## config.mk

```make
export PLATFORM = sky130hd
export DESIGN_NAME = freq_medidor
export DESIGN_NICKNAME = d
export VERILOG_FILES = /design/src/rtl/freq_medidor.sv
export SDC_FILE = /design/constraint.sdc
export NUM_CORES = 1
export LEC_CHECK = 0
export BUFFER_PORTS_ARGS = -buffer_cell sky130_fd_sc_hd__buf_2
export CAP_MARGIN = 20
export CORE_MARGIN = 2
export CORE_UTILIZATION = 52
export DETAILED_ROUTE_END_ITERATION = 16
export GPL_TIMING_DRIVEN = 0
export PLACE_DENSITY = 0.71
export SLEW_MARGIN = 20
export SYNTH_ARGS = -nofsm -noshare
export SYNTH_HDL_FRONTEND = slang
export SYNTH_SLANG_ARGS = --single-unit
```

## constraint.sdc

```tcl
create_clock -name reloje -period 2.01 [get_ports reloje]
set_input_delay 0.3015 -clock reloje [delete_from_list [all_inputs] [get_ports reloje]]
set_output_delay 0.3015 -clock reloje [all_outputs]
set_load 0.02 [all_outputs]
```

## src/rtl/freq_medidor.sv

```systemverilog
// freq_medidor: receives a slow asynchronous clock into the reloje domain, pulses tick on each rise,
// measures the period and flags loss of signal. Define FREQ_MEDIDOR_MINMAX_EN to add periodo_min/periodo_max.
module freq_medidor #(
  parameter int               SYNC_STAGES = 2,
  parameter int               CNT_W       = 32,
  parameter longint unsigned  TIMEOUT     = 64'd3_100_000_000
) (
  input  logic             reloje,
  input  logic             reset,
  input  logic             relojs_in,
  output logic             tick,
  output logic [CNT_W-1:0] periodo,
  output logic             valido,
`ifdef FREQ_MEDIDOR_MINMAX_EN
  output logic             perdida,
  output logic [CNT_W-1:0] periodo_min,
  output logic [CNT_W-1:0] periodo_max
`else
  output logic             perdida
`endif
);

  localparam logic [CNT_W-1:0] TOPE = CNT_W'(TIMEOUT);
  localparam logic [CNT_W-1:0] UNO  = CNT_W'(1);

  typedef enum logic [1:0] {
    ESPERA,
    MIDIENDO,
    PERDIDA
  } estado_t;

  estado_t estado_q, estado_d;

  logic [SYNC_STAGES-1:0] sync_q;
  logic                   hist_q;
  logic                   sube;

  logic [CNT_W-1:0] cnt_q, cnt_d;
  logic [CNT_W-1:0] periodo_d;
  logic             valido_d;
  logic             perdida_d;

  // Stages and history load 1 so that a level already high at reset release never looks like a rise.
  always_ff @(posedge reloje) begin
    if (reset) begin
      sync_q <= '1;
      hist_q <= 1'b1;
    end else begin
      sync_q <= {sync_q[SYNC_STAGES-2:0], relojs_in};
      hist_q <= sync_q[SYNC_STAGES-1];
    end
  end

  assign sube = sync_q[SYNC_STAGES-1] & ~hist_q;

  // NOTE: state is updated with non-blocking assignments so every flop samples pre-edge values.
  always_ff @(posedge reloje) begin
    if (reset) begin
      estado_q <= ESPERA;
      cnt_q    <= '0;
      tick     <= 1'b0;
      periodo  <= '0;
      valido   <= 1'b0;
      perdida  <= 1'b0;
    end else begin
      estado_q <= estado_d;
      cnt_q    <= cnt_d;
      tick     <= sube;
      periodo  <= periodo_d;
      valido   <= valido_d;
      perdida  <= perdida_d;
    end
  end

  always_comb begin
    estado_d = estado_q;
    case (estado_q)
      ESPERA:   if (sube) estado_d = MIDIENDO;
      MIDIENDO: if (!sube && cnt_q == TOPE) estado_d = PERDIDA;
      PERDIDA:  if (sube) estado_d = MIDIENDO;
      default:  estado_d = ESPERA;
    endcase
  end

  // A rise always wins over the timeout, so a period of exactly TOPE is still reported.
  always_comb begin
    // NOTE: every output gets a default first so no path through the case infers a latch.
    cnt_d     = cnt_q;
    periodo_d = periodo;
    valido_d  = valido;
    perdida_d = perdida;
    case (estado_q)
      ESPERA: begin
        if (sube) cnt_d = UNO;
      end
      MIDIENDO: begin
        if (sube) begin
          periodo_d = cnt_q;
          valido_d  = 1'b1;
          cnt_d     = UNO;
        end else if (cnt_q == TOPE) begin
          perdida_d = 1'b1;
          valido_d  = 1'b0;
        end else begin
          cnt_d = cnt_q + UNO;
        end
      end
      PERDIDA: begin
        if (sube) begin
          perdida_d = 1'b0;
          cnt_d     = UNO;
        end
      end
      default: begin
        cnt_d = '0;
      end
    endcase
  end

`ifdef FREQ_MEDIDOR_MINMAX_EN
  logic             medida;
  logic             recarga_q, recarga_d;
  logic [CNT_W-1:0] min_d, max_d;

  assign medida = (estado_q == MIDIENDO) && sube;

  // After a loss the first new period replaces both extremes instead of merging with stale history.
  always_comb begin
    min_d     = periodo_min;
    max_d     = periodo_max;
    recarga_d = recarga_q;
    if (medida) begin
      if (recarga_q) begin
        min_d     = cnt_q;
        max_d     = cnt_q;
        recarga_d = 1'b0;
      end else begin
        if (cnt_q < periodo_min) min_d = cnt_q;
        if (cnt_q > periodo_max) max_d = cnt_q;
      end
    end else if (estado_q == MIDIENDO && cnt_q == TOPE) begin
      recarga_d = 1'b1;
    end
  end

  always_ff @(posedge reloje) begin
    if (reset) begin
      periodo_min <= '1;
      periodo_max <= '0;
      recarga_q   <= 1'b0;
    end else begin
      periodo_min <= min_d;
      periodo_max <= max_d;
      recarga_q   <= recarga_d;
    end
  end
`endif

endmodule

```

; After elaboration in Yosys (flattened, before gate mapping)
; Cells that the tools add are included.
[totals]
in_bits = 3
register_bits = 72
output_inout_bits = 35
[classes]
bitwise_logic = 2
add_sub_neg = 1
reduce_logical = 11
n_mux = 13
eq_ne = 9
[ops]
columns = operator, n
row1 = 2-to-1 mux 32 bit, 3
row2 = case mux 32 bit (2 select lines), 1
row3 = "adder 32 x 1 -> 32 bit, second input constant", 1
row4 = "== test 32 bit, second input constant", 1
row5 = "!= test 2 bit, second input constant", 4
row6 = AND reduction 2 bit, 4
row7 = 2-to-1 mux 1 bit, 5
row8 = 2-to-1 mux 2 bit, 2
row9 = case mux 2 bit (2 select lines), 1
row10 = AND reduction 4 bit, 1
row11 = nonzero test 2 bit, 2
row12 = "!= test 3 bit, second input constant", 1
row13 = "== test 2 x 1 -> 1 bit, second input constant", 1
row14 = "== test 2 bit, second input constant", 1
row15 = zero test 2 bit, 1
row16 = "!= test 2 x 1 -> 1 bit, second input constant", 1
row17 = case mux 1 bit (2 select lines), 1
row18 = OR reduction 2 bit, 1
row19 = bitwise AND 1 bit, 1
row20 = logical AND 1 bit, 1
row21 = zero test 1 bit, 1
row22 = NOT 1 bit, 1

; Longest topological paths before layout
[depth]
ltp_word = 6
mapped_depth = 8

; Least setup slack after synthesis
; Ideal clock, no wire load.
[synth_timing]
path_type = reg-to-reg
start = reg cnt_q[4]
end = reg cnt_q[0]
required_time_ps = 1891
path_buffers = 2
path_stages_with_launch = 8
setup_time_ps = 119
path_slack_ps = -201
arrival_time_ps = 2092
cell_sequence = dfxtp_1 > buf_6 > or4_4 > or4_4 > nor4_4 > buf_6 > nor2_4 > o221a_1
[synth_between]
elab_chain_len = 3
[synth_lines]
columns = element, line
row1 = from (decl), 38  ; logic [CNT_W-1:0] cnt_q, cnt_d;
row2 = from (signal assigned), 67  ; cnt_q <= cnt_d;
row3 = == test 32 bit, 101  ; end else if (cnt_q == TOPE) begin
row4 = != test 3 bit (no source line), --
row5 = AND reduction 2 bit (no source line), --
; No other way between the ends.
; A chain may end at the register's enable or synchronous reset.

; Worst setup path after layout
[layout_timing]
start = reg cnt_q[3]
end = reg cnt_q[0]
; Same word-level chain as after synthesis.

==> impl_metrics.csv <==
group,metric,value,unit
floorplan,io_pins,38,
route,viasPerCell,5.87,
status,status,"finished with violations",
min_path,min_from,"relojs_in",
cts,cts_buffers,9,
cts,cts_tree,"built",
cts,cts_root_buf,"clkbuf_8",
place,port_buffers,37,
logic_synthesis,synth-main-ff-cell,"dfxtp_1",
logic_synthesis,synth-edff-count,0,
sta,worst_clock_skew,0.00972,ns
final_layout,fin_area,3830,sq um
sta,rsz0062_at_grt,"true",
sta,hold_violations,0,
setup_path,arrival,2.55,ns
logic_synthesis,syn_avg_cell_area,8.12,sq um
grt,antenna_found_initial,0,
final_layout,final_cells,529,
sta,slew_violations,0,
logic_synthesis,synth_most_common_cell,"nand2_1",
final_layout,n_antenna_cell,0,
cts,clk_pin_slew,0.08,ns
floorplan,rows,28,
setup_path,end_kind,"register",
cts,cts-htree-levels,3,
cts,clock_latency,0.35,ns
setup_path,setup.worst_path.class,"reg2reg",
place,pre_cts_ws,-0.499,ns
route,routed_wl,8930,microns
final_layout,drive_above_1_share,22.5,%
logic_synthesis,yosysWarnings,0,
setup_path,start_kind,"register",
grt,grt_max_degree,13,
logic_synthesis,netlist_instances,391,
logic_synthesis,ys_types,44,
logic_synthesis,yosys_register_bits,72,
min_path,hold_class,"in2reg",
setup_path,rr_worst_depth,6,
grt,grt_pass1_vias,2616,
final_layout,syn2layout_area_growth,20.5,%
logic_synthesis,synth_area_leaders,"dfxtp_1, nand2_1, a21oi_1",
floorplan,die_width,82.2,microns
sta,tightest_slew,0.606,ns
sta,period_minus_slack,2.31,ns
logic_synthesis,syn_area,3180,sq um
sta,max_slew_margin,59.3,%
sta,setup_viol,20,
cts,clock_sinks,72,
grt,grt_pass1_wl,13700,microns
route,drtIter0Drc,256,
min_path,holdPathStages,2,
logic_synthesis,yosysTopAreaCellShare,45.4,%
min_path,hold_path_end,"sync_q[0]",
sta,fmax,432,MHz
power,ir_drop,0.602,mV
place,placed_cell_area,3460,sq um
final_layout,fillers,518,
route,drc,0,
logic_synthesis,syn_nets,396,
status,violations,"setup timing",
power,leakage,1.42,nW
route,drt-pass1-iter-count,5,
place,placedCellCount,503,
setup_path,reg2reg_from,"cnt_q[3]",
floorplan,initial_core_util,53.7,%
run,max_cap_violations,0,
setup_path,reg2reg_to,"cnt_q[0]",
route,ant_nets,0,
floorplan,die_area,6750,sq um
logic_synthesis,synth_top_cell_by_area,"dfxtp_1",
setup_path,path_max_fanout,7,
place,place_congestion,0.905,
final_layout,fin_nets,454,
logic_synthesis,ys_top_cells_by_count,"nand2_1, dfxtp_1, a21oi_1, nor2_1, clkbuf_1",
setup_path,required,2.25,ns
route,vias,3106,
sta,fin_crit_sh,115,%
grt,grt_usage,27.4,%
logic_synthesis,seq_area_frac_synth,45.4,%
floorplan,die_y,82.2,microns
power,p_per_area,697,nW/um^2
grt,grt_overflow,0,
logic_synthesis,synthArstFlopShare,0,%
sta,hold_ws,0.131,ns
cts,hold_buffers,0,
place,hpwl,6210,microns
cts,clk_path_buf_depth,2,
route,routedWlPerCell,16.9,microns
sta,setup_slack,-0.304,ns
setup_path,reg2reg_slack,-0.30,ns
floorplan,core_area,5920,sq um
-- sequential cells by signal (all words and copies together) (netlist names) --
name      flops
sync_q        2
hist_q        1
perdida       1
estado_q      2
valido        1
cnt_q        32
periodo      32
tick          1
-- final cells by class --
class | count | area [sq um] | share of cell area, %
buffer | 22 | 124 | 3.24
clock buffer | 11 | 141 | 3.69
clock inverter | 5 | 56.3 | 1.47
inverter | 7 | 26.3 | 0.686
multi-input combinational | 290 | 1660 | 43.2
sequential | 72 | 1460 | 38.1
tap | 75 | 93.8 | 2.45
timing repair buffer | 47 | 273 | 7.13
-- routing by layer --
layer / vias up / wire [microns] / part of all wire, % / global-route usage [%]
met2: 145 / 4100 / 46 / 41.5
met1: 1450 / 4010 / 45 / 38.8
li1: 1493 / - / - / -
met4: 0 / 122 / 1.4 / 7.00
met3: 18 / 696 / 7.8 / 7.39
met5: - / 0 / 0 / 0
-- stage by stage --
stage	utilization, %	power, mW	TNS (ns)
3_5_place_dp	58.4	1.54	-9.18
6_report	64.6	2.67	-3.37
5_1_grt	64.6	2.74	-4.28
3_3_place_gp	58.4	1.54	-8.59
2_1_floorplan	-	1.52	-1.45
4_1_cts	62.9	2.68	-6.22
-- cells by family (layout without fill, tap and decap cells) --
group | count (synthesis) | count (layout) | synth area share, %
muxes | 3 | 3 | 0.945
DFF | 72 | 72 | 45.4
AOI/OAI and AO/OA | 79 | 79 | 14.3
adders and majority gates | 2 | 2 | 0.788
buffers and inverters | 29 | 92 | 4.29
xor gates and xnor gates | 11 | 11 | 3.03
and+or+nand+nor | 195 | 195 | 31.3
-- cells in the final DEF (no fill, tap or decap), types with 5 or more instances in the layout --
cell      netlist  final
buf_2           1     38
dfxtp_1        72     65
nand2_1        87     86
nor4_1          6      5
o21ai_0        10      6
xnor2_1         8      8
nand3_1        11     11
nand4_1        10     10
clkbuf_1       17     12
clkbuf_8        0     10
nor2_1         24     22
buf_4           1      9
inv_1           7      7
and3_1          7      6
clkbuf_2        0      5
o31ai_1         7      6
nor3_1          6      6
or4_1          10      8
or3_1           8      8
a21oi_1        50     49
-- power by group --
| part | internal, mW | total [mW] | switching [mW] |
|---|---|---|---|
| Clock | 0.606 | 1.16 | 0.551 |
| Combinational | 0.0209 | 0.0799 | 0.0590 |
| Sequential | 1.43 | 1.43 | 0.00445 |
-- critical path, stage by stage (launching register included) --
cell	delay, ns
dfxtp_4	0.38
or4_4	0.54
or4_4	0.54
nor4_4	0.28
buf_6	0.19
nor2_4	0.04
o221a_1	0.24
-- how the worst max path moves through the flow --
| stage | startpoint | to | depth (start not counted) |
|---|---|---|---|
| after floorplan | cnt_q[4] | cnt_q[0] | 7 |
| after global placement | cnt_q[24] | cnt_q[0] | 6 |
| after detailed placement | cnt_q[24] | cnt_q[18] | 6 |
| after CTS | cnt_q[4] | cnt_q[0] | 7 |
| after global routing | cnt_q[3] | cnt_q[0] | 6 |
| final | cnt_q[3] | cnt_q[0] | 6 |
-- what timing repair did --
item / in CTS / in global routing
resized for setup: 15 / 21
pin swaps: 2 / 13
setup buffers: 3 / 6
setup endpoints to repair: 33 / 23
cloned: 1 / 0
No activity file was read; power rests on OpenSTA's default activity.
